--- src/rtl/dvd_pkg.sv ---
// Shared geometry, state encoding and palette width for the DVD sprite motion logic.
package dvd_pkg;
    localparam int X_W        = 5;
    localparam int Y_W        = 4;
    localparam int X_MAX      = 19;
    localparam int Y_MAX      = 14;
    localparam int CELL_SHIFT = 5;
    localparam int PAL_W      = 3;

    typedef enum logic {
        WAIT = 1'b0,
        STEP = 1'b1
    } state_t;
endpackage

--- src/rtl/dvd_axis_bounce.sv ---
// Wall logic for one axis: computes the next position/direction and flags a bounce.
module dvd_axis_bounce #(
    parameter int W   = 5,
    parameter int MAX = 19
) (
    input  logic         en_i,
    input  logic [W-1:0] pos_i,
    input  logic         dir_i,
    output logic [W-1:0] pos_o,
    output logic         dir_o,
    output logic         bounce_o
);
    localparam logic [W-1:0] MAX_C = W'(MAX);

    // At a wall the position dwells for one step while the direction flips.
    always_comb begin
        pos_o    = pos_i;
        dir_o    = dir_i;
        bounce_o = 1'b0;
        if (en_i) begin
            if (dir_i && (pos_i == MAX_C)) begin
                dir_o    = 1'b0;
                bounce_o = 1'b1;
            end else if (!dir_i && (pos_i == '0)) begin
                dir_o    = 1'b1;
                bounce_o = 1'b1;
            end else if (dir_i) begin
                pos_o = pos_i + 1'b1;
            end else begin
                pos_o = pos_i - 1'b1;
            end
        end
    end
endmodule

--- src/rtl/dvd_motion_scheduler.sv ---
// Frame-rate divided motion sequencer for the DVD sprite, running on the pixel clock.
// Handshake: there is none; step_o is a one-cycle strobe qualifying the freshly committed pos/dir.
module dvd_motion_scheduler #(
    parameter int X_W    = dvd_pkg::X_W,
    parameter int Y_W    = dvd_pkg::Y_W,
    parameter int X_MAX  = dvd_pkg::X_MAX,
    parameter int Y_MAX  = dvd_pkg::Y_MAX,
    parameter int X_INIT = 0,
    parameter int Y_INIT = 1,
    parameter int DIV_W  = 4
) (
    input  logic             clk,
    input  logic             rst_n,
    input  logic             vsync_i,
    input  logic             run_i,
    input  logic [DIV_W-1:0] frame_div_i,
    input  logic             dir_x_init_i,
    input  logic             dir_y_init_i,
    output logic [X_W-1:0]   pos_x_o,
    output logic [Y_W-1:0]   pos_y_o,
    output logic             dir_x_o,
    output logic             dir_y_o,
    output logic             step_o,
    output logic             bounce_x_o,
    output logic             bounce_y_o,
    output logic             corner_o,
    output logic [2:0]       color_idx_o,
    output logic             dbg_state_o
);
    import dvd_pkg::*;

    state_t             state_q;
    logic               vs_q;
    logic [DIV_W-1:0]   frame_cnt_q;
    logic [X_W-1:0]     pos_x_q, pos_x_d;
    logic [Y_W-1:0]     pos_y_q, pos_y_d;
    logic               dir_x_q, dir_x_d;
    logic               dir_y_q, dir_y_d;
    logic               bounce_x_d, bounce_y_d;
    logic               step_q, bounce_x_q, bounce_y_q, corner_q;
    logic [PAL_W-1:0]   color_q;
    logic               tick;
    logic               in_step;

    assign tick    = vsync_i & ~vs_q;
    assign in_step = (state_q == STEP);

    dvd_axis_bounce #(.W(X_W), .MAX(X_MAX)) u_axis_x (
        .en_i     (in_step),
        .pos_i    (pos_x_q),
        .dir_i    (dir_x_q),
        .pos_o    (pos_x_d),
        .dir_o    (dir_x_d),
        .bounce_o (bounce_x_d)
    );

    dvd_axis_bounce #(.W(Y_W), .MAX(Y_MAX)) u_axis_y (
        .en_i     (in_step),
        .pos_i    (pos_y_q),
        .dir_i    (dir_y_q),
        .pos_o    (pos_y_d),
        .dir_o    (dir_y_d),
        .bounce_o (bounce_y_d)
    );

    // vs_q resets high so a vsync already high at reset release is not a frame.
    always_ff @(posedge clk) begin
        if (!rst_n) begin
            state_q     <= WAIT;
            vs_q        <= 1'b1;
            frame_cnt_q <= '0;
            pos_x_q     <= X_W'(X_INIT);
            pos_y_q     <= Y_W'(Y_INIT);
            dir_x_q     <= dir_x_init_i;
            dir_y_q     <= dir_y_init_i;
            step_q      <= 1'b0;
            bounce_x_q  <= 1'b0;
            bounce_y_q  <= 1'b0;
            corner_q    <= 1'b0;
            color_q     <= '0;
        end else begin
            vs_q       <= vsync_i;
            step_q     <= 1'b0;
            bounce_x_q <= 1'b0;
            bounce_y_q <= 1'b0;
            corner_q   <= 1'b0;
            case (state_q)
                WAIT: begin
                    // >= lets a lowered divider take effect on the next frame.
                    if (tick && run_i) begin
                        if (frame_cnt_q >= frame_div_i) begin
                            frame_cnt_q <= '0;
                            state_q     <= STEP;
                        end else begin
                            frame_cnt_q <= frame_cnt_q + 1'b1;
                        end
                    end
                end
                STEP: begin
                    pos_x_q    <= pos_x_d;
                    pos_y_q    <= pos_y_d;
                    dir_x_q    <= dir_x_d;
                    dir_y_q    <= dir_y_d;
                    step_q     <= 1'b1;
                    bounce_x_q <= bounce_x_d;
                    bounce_y_q <= bounce_y_d;
                    corner_q   <= bounce_x_d & bounce_y_d;
                    if (bounce_x_d || bounce_y_d) begin
                        color_q <= color_q + 1'b1;
                    end
                    state_q <= WAIT;
                end
                default: state_q <= WAIT;
            endcase
        end
    end

    assign pos_x_o     = pos_x_q;
    assign pos_y_o     = pos_y_q;
    assign dir_x_o     = dir_x_q;
    assign dir_y_o     = dir_y_q;
    assign step_o      = step_q;
    assign bounce_x_o  = bounce_x_q;
    assign bounce_y_o  = bounce_y_q;
    assign corner_o    = corner_q;
    assign color_idx_o = color_q;
    assign dbg_state_o = state_q;
endmodule

--- config.mk ---
export PLATFORM = sky130hd
export DESIGN_NAME = dvd_motion_scheduler
export DESIGN_NICKNAME = d
export VERILOG_FILES = /design/src/rtl/dvd_pkg.sv /design/src/rtl/dvd_axis_bounce.sv /design/src/rtl/dvd_motion_scheduler.sv
export SDC_FILE = /design/constraint.sdc
export NUM_CORES = 1
export LEC_CHECK = 0
export ABC_CLOCK_PERIOD_IN_PS = 3800
export BUFFER_PORTS_ARGS = -buffer_cell sky130_fd_sc_hd__buf_2
export CORE_UTILIZATION = 57
export DETAILED_ROUTE_END_ITERATION = 8
export PLACE_DENSITY = 0.83
export REMOVE_ABC_BUFFERS = 1
export SETUP_SLACK_MARGIN = 0.4
export SYNTH_ARGS = -nofsm -noshare
export SYNTH_HDL_FRONTEND = slang
export SYNTH_SLANG_ARGS = --single-unit
--- constraint.sdc ---
create_clock -name clk -period 3.8 [get_ports clk]
set_clock_uncertainty 0.05 [all_clocks]
set_input_delay 0.19 -clock clk [delete_from_list [all_inputs] [get_ports clk]]
set_output_delay 0.19 -clock clk [all_outputs]
set_load 0.05 [all_outputs]
== After elaboration in Yosys (flattened, before gate mapping) ==
Index checks and enable logic that the tools add are counted.
Operators by class
  $add $sub $neg: 6
  magnitude comparators: 1
  equality and inequality tests: 5
  muxes and demuxes: 21
  bitwise logic cells: 8
  reduce and logical (&&, ||, !) cells: 17
Operators by type and width (count)
  $mux W1: 17
  $reduce_and A2 Y1: 5
  $add A4 B1 Y4 const B: 2
  $mux W4: 2
  $ne A3 B1 Y1 const B: 2
  $not A1 Y1: 6
  $reduce_and A3 Y1: 2
  $add A5 B1 Y5 const B: 1
  $eq A5 B5 Y1 const B: 1
  $logic_and A1 B1 Y1: 5
  $logic_not A5 Y1: 1
  $mux W5: 1
  $sub A5 B1 Y5 const B: 1
  $eq A4 B4 Y1 const B: 1
  $ge A4 B4 Y1: 1
  $logic_not A4 Y1: 1
  $sub A4 B1 Y4 const B: 1
  $add A3 B1 Y3 const B: 1
  $and A1 B1 Y1: 2
  $logic_not A1 Y1: 2
  $ne A2 B1 Y1 const B: 1
  $pmux W1 S2: 1
  $logic_or A1 B1 Y1: 1
Storage, ports and cells
  flip-flop bits (word level): 24
  input port bits: 10
  output and inout bits: 19
  logic and storage cells: 70

== Logic depth before layout (Yosys ltp) ==
Gate-level depths: netlist (run 1).
  depth after elaboration: 7
  gate-level depth with buffers: 7
  depth with buffers taken out: 7

== Cells and area by module ==
From an unflattened synthesis (run 1), not the netlist that was laid out.
Unflattened totals
  cell total of the unflattened synthesis: 176
  area total of the unflattened synthesis: 1616.6 µm²
Modules (own cells, without submodules)
  dvd_motion_scheduler: times used 1, cells each 99, area each 1072.3 µm², sequential area each 500.5 µm²
  dvd_axis_bounce (u_axis_x): times used 1, cells each 44, area each 309.0 µm², sequential area each 0.0 µm²
  dvd_axis_bounce (u_axis_y): times used 1, cells each 33, area each 235.2 µm², sequential area each 0.0 µm²

== Least setup slack after synthesis (run 1) ==
OpenSTA, ideal clock, no wires.
  kind: register to register
  from: reg dir_x_q (netlist: dir_x_o)
  to: reg pos_x_q[4] (netlist: pos_x_o[4])
  setup time: 0.070 ns
  arrival time: 2.119 ns
  data required time: 3.680 ns
  path slack: 1.561 ns
  stages on the path, launching flop included: 8
  buffers on the path: 0
  clock period less this slack: 2.239 ns
  path through: edfxtp_1 -> inv_1 -> fa_1 -> a21o_1 -> a21oi_1 -> xnor2_1 -> or3_1 -> a21boi_1
On the way
  cells in the longest elaborated chain, start to end: 4
  elaborated cells on any way between the ends: 7
  classes of those cells: mux: 1; bitwise: 2; reduce/logical: 4
Ends and longest elaborated chain
  from (decl): line dvd_motion_scheduler.sv:37  | logic dir_x_q, dir_x_d;
  from (signal assigned): line dvd_motion_scheduler.sv:74  | dir_x_q <= dir_x_init_i;
  from (signal assigned): line dvd_motion_scheduler.sv:102  | dir_x_q <= dir_x_d;
  $logic_not A1 Y1: line dvd_axis_bounce.sv:24  | end else if (!dir_i && (pos_i == '0)) begin
  $logic_and A1 B1 Y1: line dvd_axis_bounce.sv:24
  $not A1 Y1 (no line)
  $reduce_and A3 Y1 (no line)
  to (signal assigned): line dvd_motion_scheduler.sv:72  | pos_x_q <= X_W'(X_INIT);
  to (signal assigned): line dvd_motion_scheduler.sv:100  | pos_x_q <= pos_x_d;
  to (decl): line dvd_motion_scheduler.sv:35  | logic [X_W-1:0] pos_x_q, pos_x_d;
Parallel ways exist; a longest one is shown, timed or not.
A chain may end at the register's enable or synchronous reset.

== Final worst setup path (run 1) ==
Ends and elaborated chain as after synthesis.

==> impl_metrics.ini, run 1 <==
[synth]
synth_top_area_share_pct = 33.8
yosysWarnings = 0
synthAdderAreaFrac_pct = 13.6
ys_seq_area_share_pct = 38.4
async_reset_ff_share_pct = 0
synth_compound_area_share_pct = 16.4
synth_edf_count = 2
synthMostInstantiatedCell = dfxtp_1
synthMuxAreaShare_pct = 0.768
syn_avg_cell_area_um2 = 9.05
synth_cells = 144
ys.flop_type = dfxtp_1
ys_ff_latch = 24
synth_top_area_cell = dfxtp_1
synthTopCellsByArea = dfxtp_1 34%, ha_1 11%, edfxtp_1 4.6%
synth_simple_gate_area_share_pct = 19.8
netlist_top_cells_count = 22 x dfxtp_1, 13 x nand2_1, 11 x ha_1, 10 x inv_1
synth_top_family_by_area = simple AND/OR/NAND/NOR gates
synth-xor-area-share_pct = 6.05
syn-cell-area_um2 = 1300
yosysUniqueCellTypes = 36

[place]
gp_congestion = 0.839
io_buffers = 28
post-dp-hpwl_um = 1820

[job]
max_cap_viol_count = 0

[setup_path]
required_ns = 4.02
crit_fanout = 5
cpMaxStageDelayCell = edfxtp_1
critPathTopFamily = compound AO/OA/AOI/OAI gates
critPathKind = flip-flop to flip-flop
cp-start-kind = flip-flop
arrival_ns = 2.25
cp-end-kind = flip-flop
max_stage_delay_ns = 0.44
crit_chain = inv_1, fa_1, a21o_1, a21oi_1, xnor2_1, or3_1, a21boi_1
path_buf_inv = 1

[sta]
fin_crit_sh_pct = 53.3
slew_viol_final = 0
maxSlewHeadroom_pct = 72.5
final_hold_viol_count = 0
worst_pin_slew_ns = 0.412
hold_ws_ns = 0.0158
max_freq_mhz = 494
tns_ns = 0
rsz0062_at_grt = false
finalSetupViolations = 0
final.min_clock_period_ns = 2.03

[detailed_routing]
route.detailed.drc = 0
vias = 1084
wl_per_cell_um = 12.7
via_per_inst = 5.47
wirelength_um = 2510
drtPass1Iterations = 4
drtAntennaViolNets = 0
drt_iter0_drc = 23

[global_route]
grt_pass1_wl_um = 4280
grt_antenna_before_repair = 0
grt_pass1_vias = 1048
grt_max_degree = 28
grt.overflow.total = 0
grt.total_usage_pct = 22.7

[clock_network]
clock-sinks = 24
post_cts_buffers = 0
clk_path_buf_depth = 2
cts_tree = yes
cts_max_level = 1
clockRootBuffer = clkbuf_4
path_clk_slew_ns = 0.14
clk_latency_ns = 0.33
cts_made_buffers = 3
ctsResizeCount = 0
holdBufCountCts = 0

[finish]
nNetsFinal = 195
insertedDiodeCount = 0
utilization_pct = 72.9
n_fill_cell = 172
drive_gt1_share_pct = 21.6
register_area_um2 = 500
multi_input_area_um2 = 738
syn2layout_area_growth_pct = 15.4

[pwr]
peakVddDrop_mv = 0.236
total_power_w = 0.000485
powerDensity_nw_per_um2 = 323
p_leak_nw = 0.729

[hold_path]
holdCritPathClass = input pin to flip-flop

[die]
die_area_um2 = 2480
core_um2 = 2060
io_pins = 29
num_rows = 16
die_y_um = 49.8
die_w_um = 49.8
initial_core_util_pct = 63.2

[status]
status = finished clean
cell type report:
| type | count | area share (%) |
|---|---|---|
| Multi-Input combinational cell | 105 | 49.1 |
| Sequential cell | 24 | 33.3 |
| Inverter | 10 | 2.50 |
| Clock inverter | 1 | 2.00 |
| Tap cell | 27 | 2.25 |
| Clock buffer | 3 | 1.50 |
| Timing Repair Buffer | 28 | 9.33 |
power breakdown:
group | internal (W) | total (W) | switching [W]
registers | 0.000258 | 0.000260 | 0.00000227
logic | 0.0000140 | 0.0000353 | 0.0000213
clock network | 0.000107 | 0.000190 | 0.0000833
total | 0.000378 | 0.000485 | 0.000107
layer usage:
layer | up-vias | routed length, µm | GRT usage (%) | part of all wire (%)
li1 | 553 | - | - | -
met1 | 491 | 1140 | 27.6 | 45
met2 | 33 | 1200 | 39.0 | 48
met3 | 7 | 114 | 3.70 | 4.5
met4 | 0 | 60 | 10.0 | 2.4
met5 | - | 0 | 0 | 0
sequential cells by signal (all words and copies together) (netlist names):
name         cells
step_o           1
bounce_y_o       1
pos_y_o          4
color_idx_o      3
corner_o         1
pos_x_o          5
vs_q             1
dir_y_o          1
dbg_state_o      1
bounce_x_o       1
dir_x_o          1
frame_cnt_q      4
per-stage QoR:
step	area, µm²	worst slack, ns	instances
floorplan	1280	1.56	139
CTS	1500	1.78	198
global route	1500	1.64	198
finish	1500	1.77	198
detailed placement	1450	1.81	194
global placement	1450	1.94	194
layout by cell type (no fill, tap or decap), types with 2 or more instances in the layout:
master    Yosys  layout
a21boi_1      6       6
a21o_1        5       5
a21oi_1       9       9
and2_1        4       4
buf_2         0      28
clkbuf_4      0       3
dfxtp_1      22      22
edfxtp_1      2       2
fa_1          2       2
ha_1         11      11
inv_1        10      10
nand2_1      13      13
nand3_1       3       3
nand4_1       3       3
nor2_1        9       9
nor3_1        4       4
nor3b_1       2       2
o21ai_0       6       6
or3_1         4       4
or4_1         2       2
xnor2_1       4       4
xor2_1        5       5
cells by family (layout without fill, tap and decap cells):
logic type | Yosys count | in the layout
adders and majority gates | 13 | 13
muxes | 1 | 1
and+or+nand+nor | 50 | 50
DFF | 24 | 24
AOI/OAI and AO/OA | 32 | 32
xor gates and xnor gates | 9 | 9
buffers and inverters | 15 | 42
path summary, 6_finish.rpt:
kind                                                    end  depth (start not counted)                        start  slack, ns
worst max-delay path                pos_x_o[4]$_SDFFE_PN0P_                          7            dir_x_o$_DFFE_PP_       1.77
worst min-delay path                        vs_q$_SDFF_PN1_                          2                      vsync_i       0.02
worst max register to register      pos_x_o[4]$_SDFFE_PN0P_                          7            dir_x_o$_DFFE_PP_       1.77
worst min register to register  frame_cnt_q[3]$_SDFFE_PN0P_                          2  frame_cnt_q[3]$_SDFFE_PN0P_       0.44
Power figures use the tool's default switching activity.
==> run 2: changes to the inputs <==
ABC_AREA = 1   (was default)
ABC_CLOCK_PERIOD_IN_PS = 1900   (was 3800)
CORE_UTILIZATION = 53   (was 57)
PLACE_DENSITY = 0.78   (was 0.83)
clock period = 1.9 ns   (was 3.8 ns; I/O delays follow)
==> impl_metrics.ini, run 2 <==
[synth]
async_reset_ff_share_pct = 0
synth-xor-area-share_pct = 5.89
yosysWarnings = 0
netlist_top_cells_count = 34 x nand2_1, 30 x nor2_1, 22 x dfxtp_1, 15 x inv_1, 11 x ha_1
synth_compound_area_share_pct = 7.48
synthMostInstantiatedCell = nand2_1
synth_top_family_by_area = simple AND/OR/NAND/NOR gates
syn-cell-area_um2 = 1340
synth_edf_count = 2
synth_top_area_cell = dfxtp_1
synthMuxAreaShare_pct = 0
syn_avg_cell_area_um2 = 7.69
yosysUniqueCellTypes = 24
synthTopCellsByArea = dfxtp_1 33%, ha_1 10%, nand2_1 9.5%
synth_cells = 174
ys.flop_type = dfxtp_1
ys_seq_area_share_pct = 37.4
synth_top_area_share_pct = 32.9
ys_ff_latch = 24
synthAdderAreaFrac_pct = 13.3
synth_simple_gate_area_share_pct = 29.8

[hold_path]
holdCritPathClass = input pin to flip-flop
hp-start = dir_x_init_i

[detailed_routing]
wirelength_um = 2790
drt_iter0_drc = 20
wl_per_cell_um = 11.7
route.detailed.drc = 0
drtPass1Iterations = 4
via_per_inst = 5.06
vias = 1205
drtAntennaViolNets = 0

[clock_network]
cts_max_level = 1
path_clk_slew_ns = 0.13
clock-sinks = 24
cts_made_buffers = 3
cts_tree = yes
clk_latency_ns = 0.32
clk_path_buf_depth = 2
clockRootBuffer = clkbuf_4

[finish]
mostFrequentLayoutCells = 34 x nand2_1, 29 x nor2_1, 28 x buf_2
finalNonFillerCells = 238
multi_input_area_um2 = 822
nNetsFinal = 234
n_fill_cell = 194
drive_gt1_share_pct = 30.5
largest_reg_flops = 5
insertedDiodeCount = 0
register_area_um2 = 502
syn2layout_area_growth_pct = 24.8
layout_commonest_cell = nand2_1
final_area_um2 = 1670

[sta]
max_freq_mhz = 690
rsz0062_at_grt = true
maxSlewHeadroom_pct = 77.1
worst_pin_slew_ns = 0.342
tns_ns = 0
final_hold_viol_count = 0
finalSetupViolations = 0
final.min_clock_period_ns = 1.45
slew_viol_final = 0
fin_crit_sh_pct = 76.3

[status]
status = finished clean

[die]
core_um2 = 2300
die_w_um = 52.3
io_pins = 29
initial_core_util_pct = 58.3
die_y_um = 52.3
die_area_um2 = 2730
num_rows = 17

[global_route]
grt_max_degree = 15
grt.total_usage_pct = 22.3
grt.overflow.total = 0
grt_pass1_vias = 1095
grt_antenna_before_repair = 0
grt_pass1_wl_um = 4490

[place]
gp_congestion = 0.927
dp.cells = 229
post-dp-hpwl_um = 2040
io_buffers = 28
dpl_cell_area_um2 = 1510

[setup_path]
crit_fanout = 5
arrival_ns = 1.66
critPathKind = flip-flop to flip-flop
r2r_slack_ns = 0.45
startpoint = dir_y_o$_DFFE_PP_
timing.rr.start = dir_y_o$_DFFE_PP_
cp-end-kind = flip-flop
required_ns = 2.11
cp-start-kind = flip-flop

[pwr]
p_leak_nw = 0.838
peakVddDrop_mv = 0.605
powerDensity_nw_per_um2 = 584

[job]
max_cap_viol_count = 0
-- run 2: cell types whose count changed in the layout (fill, tap and decap cells not counted), sizes merged, moves of 3 or more --
cell and change:
a21boi -6, a21o -5, and2 -4, buf +4, inv +10, nand2 +26, nand3 +8, nor2 +24
nor3 -3, or3 -4
-- run 2: critical path: stages, from the launching register on --
cell      delay [ns]
edfxtp_1        0.41
inv_2           0.09
buf_4           0.14
fa_2            0.34
xor2_1          0.16
nand2_1         0.08
a21oi_2         0.12
-- run 2: worst paths after layout --
kind | end | cells past startpoint
hold / removal | dir_x_o$_DFFE_PP_ | 3
hold reg to reg | color_idx_o[2]$_SDFFE_PN0P_ | 2
setup reg to reg | pos_y_o[2]$_SDFFE_PN0P_ | 6
setup / recovery | pos_y_o[2]$_SDFFE_PN0P_ | 6
-- run 2: final cells by class --
| class | instances | area share [%] |
|---|---|---|
| multi-input combinational | 128 | 49.2 |
| clock inverter | 1 | 1.80 |
| clock buffer | 3 | 1.35 |
| timing repair buffer | 33 | 10.8 |
| sequential | 24 | 30.0 |
| inverter | 21 | 4.72 |
| tap | 28 | 2.10 |
-- run 2: per-layer routing --
metal  share of wire (%)  track usage, %  routed length (µm)
met1                  45            25.1                1260
met2                  50            40.6                1390
met3                 4.8            6.67                 133
met4                0.39            5.26                  11
met5                   0               0                   0
-- run 2: repair_timing --
| action | 4_1_cts | 5_1_grt |
|---|---|---|
| endpoints found under the hold margin | 1 | 0 |
| hold buffers | 1 | 0 |
| pin swaps | 0 | 2 |
| endpoints found under the setup margin | 3 | 13 |
| gates resized for setup | 2 | 12 |
| setup buffers | 3 | 1 |
-- run 2: logic make-up after synthesis --
group / Yosys count
simple gates: 87
compound gates: 19
buf+inv: 22
fa+ha+maj: 13
flops: 24
xor+xnor: 9
-- run 2: through the flow --
stage / worst slack (ns) / power, W / hold WS [ns] / utilization (%)
final: 0.450 / 0.000976 / 0.0637 / 72.7
after global routing: 0.350 / 0.00102 / 0.0463 / 72.7
after CTS: 0.410 / 0.000979 / 0.0598 / 69.4
after detailed placement: 0.313 / 0.000605 / 0.264 / 65.7
after global placement: 0.397 / 0.000601 / 0.260 / 65.7
after floorplan: 0.0472 / 0.000579 / 0.152 / -
-- run 2: report_power, final --
group / leakage (nW) / switching (W) / internal (W) / total (W)
registers: 0.196 / 0.00000417 / 0.000515 / 0.000519
logic: 0.614 / 0.0000512 / 0.0000359 / 0.0000871
clock network: 0.0279 / 0.000157 / 0.000213 / 0.000370
total: 0.838 / 0.000212 / 0.000764 / 0.000976
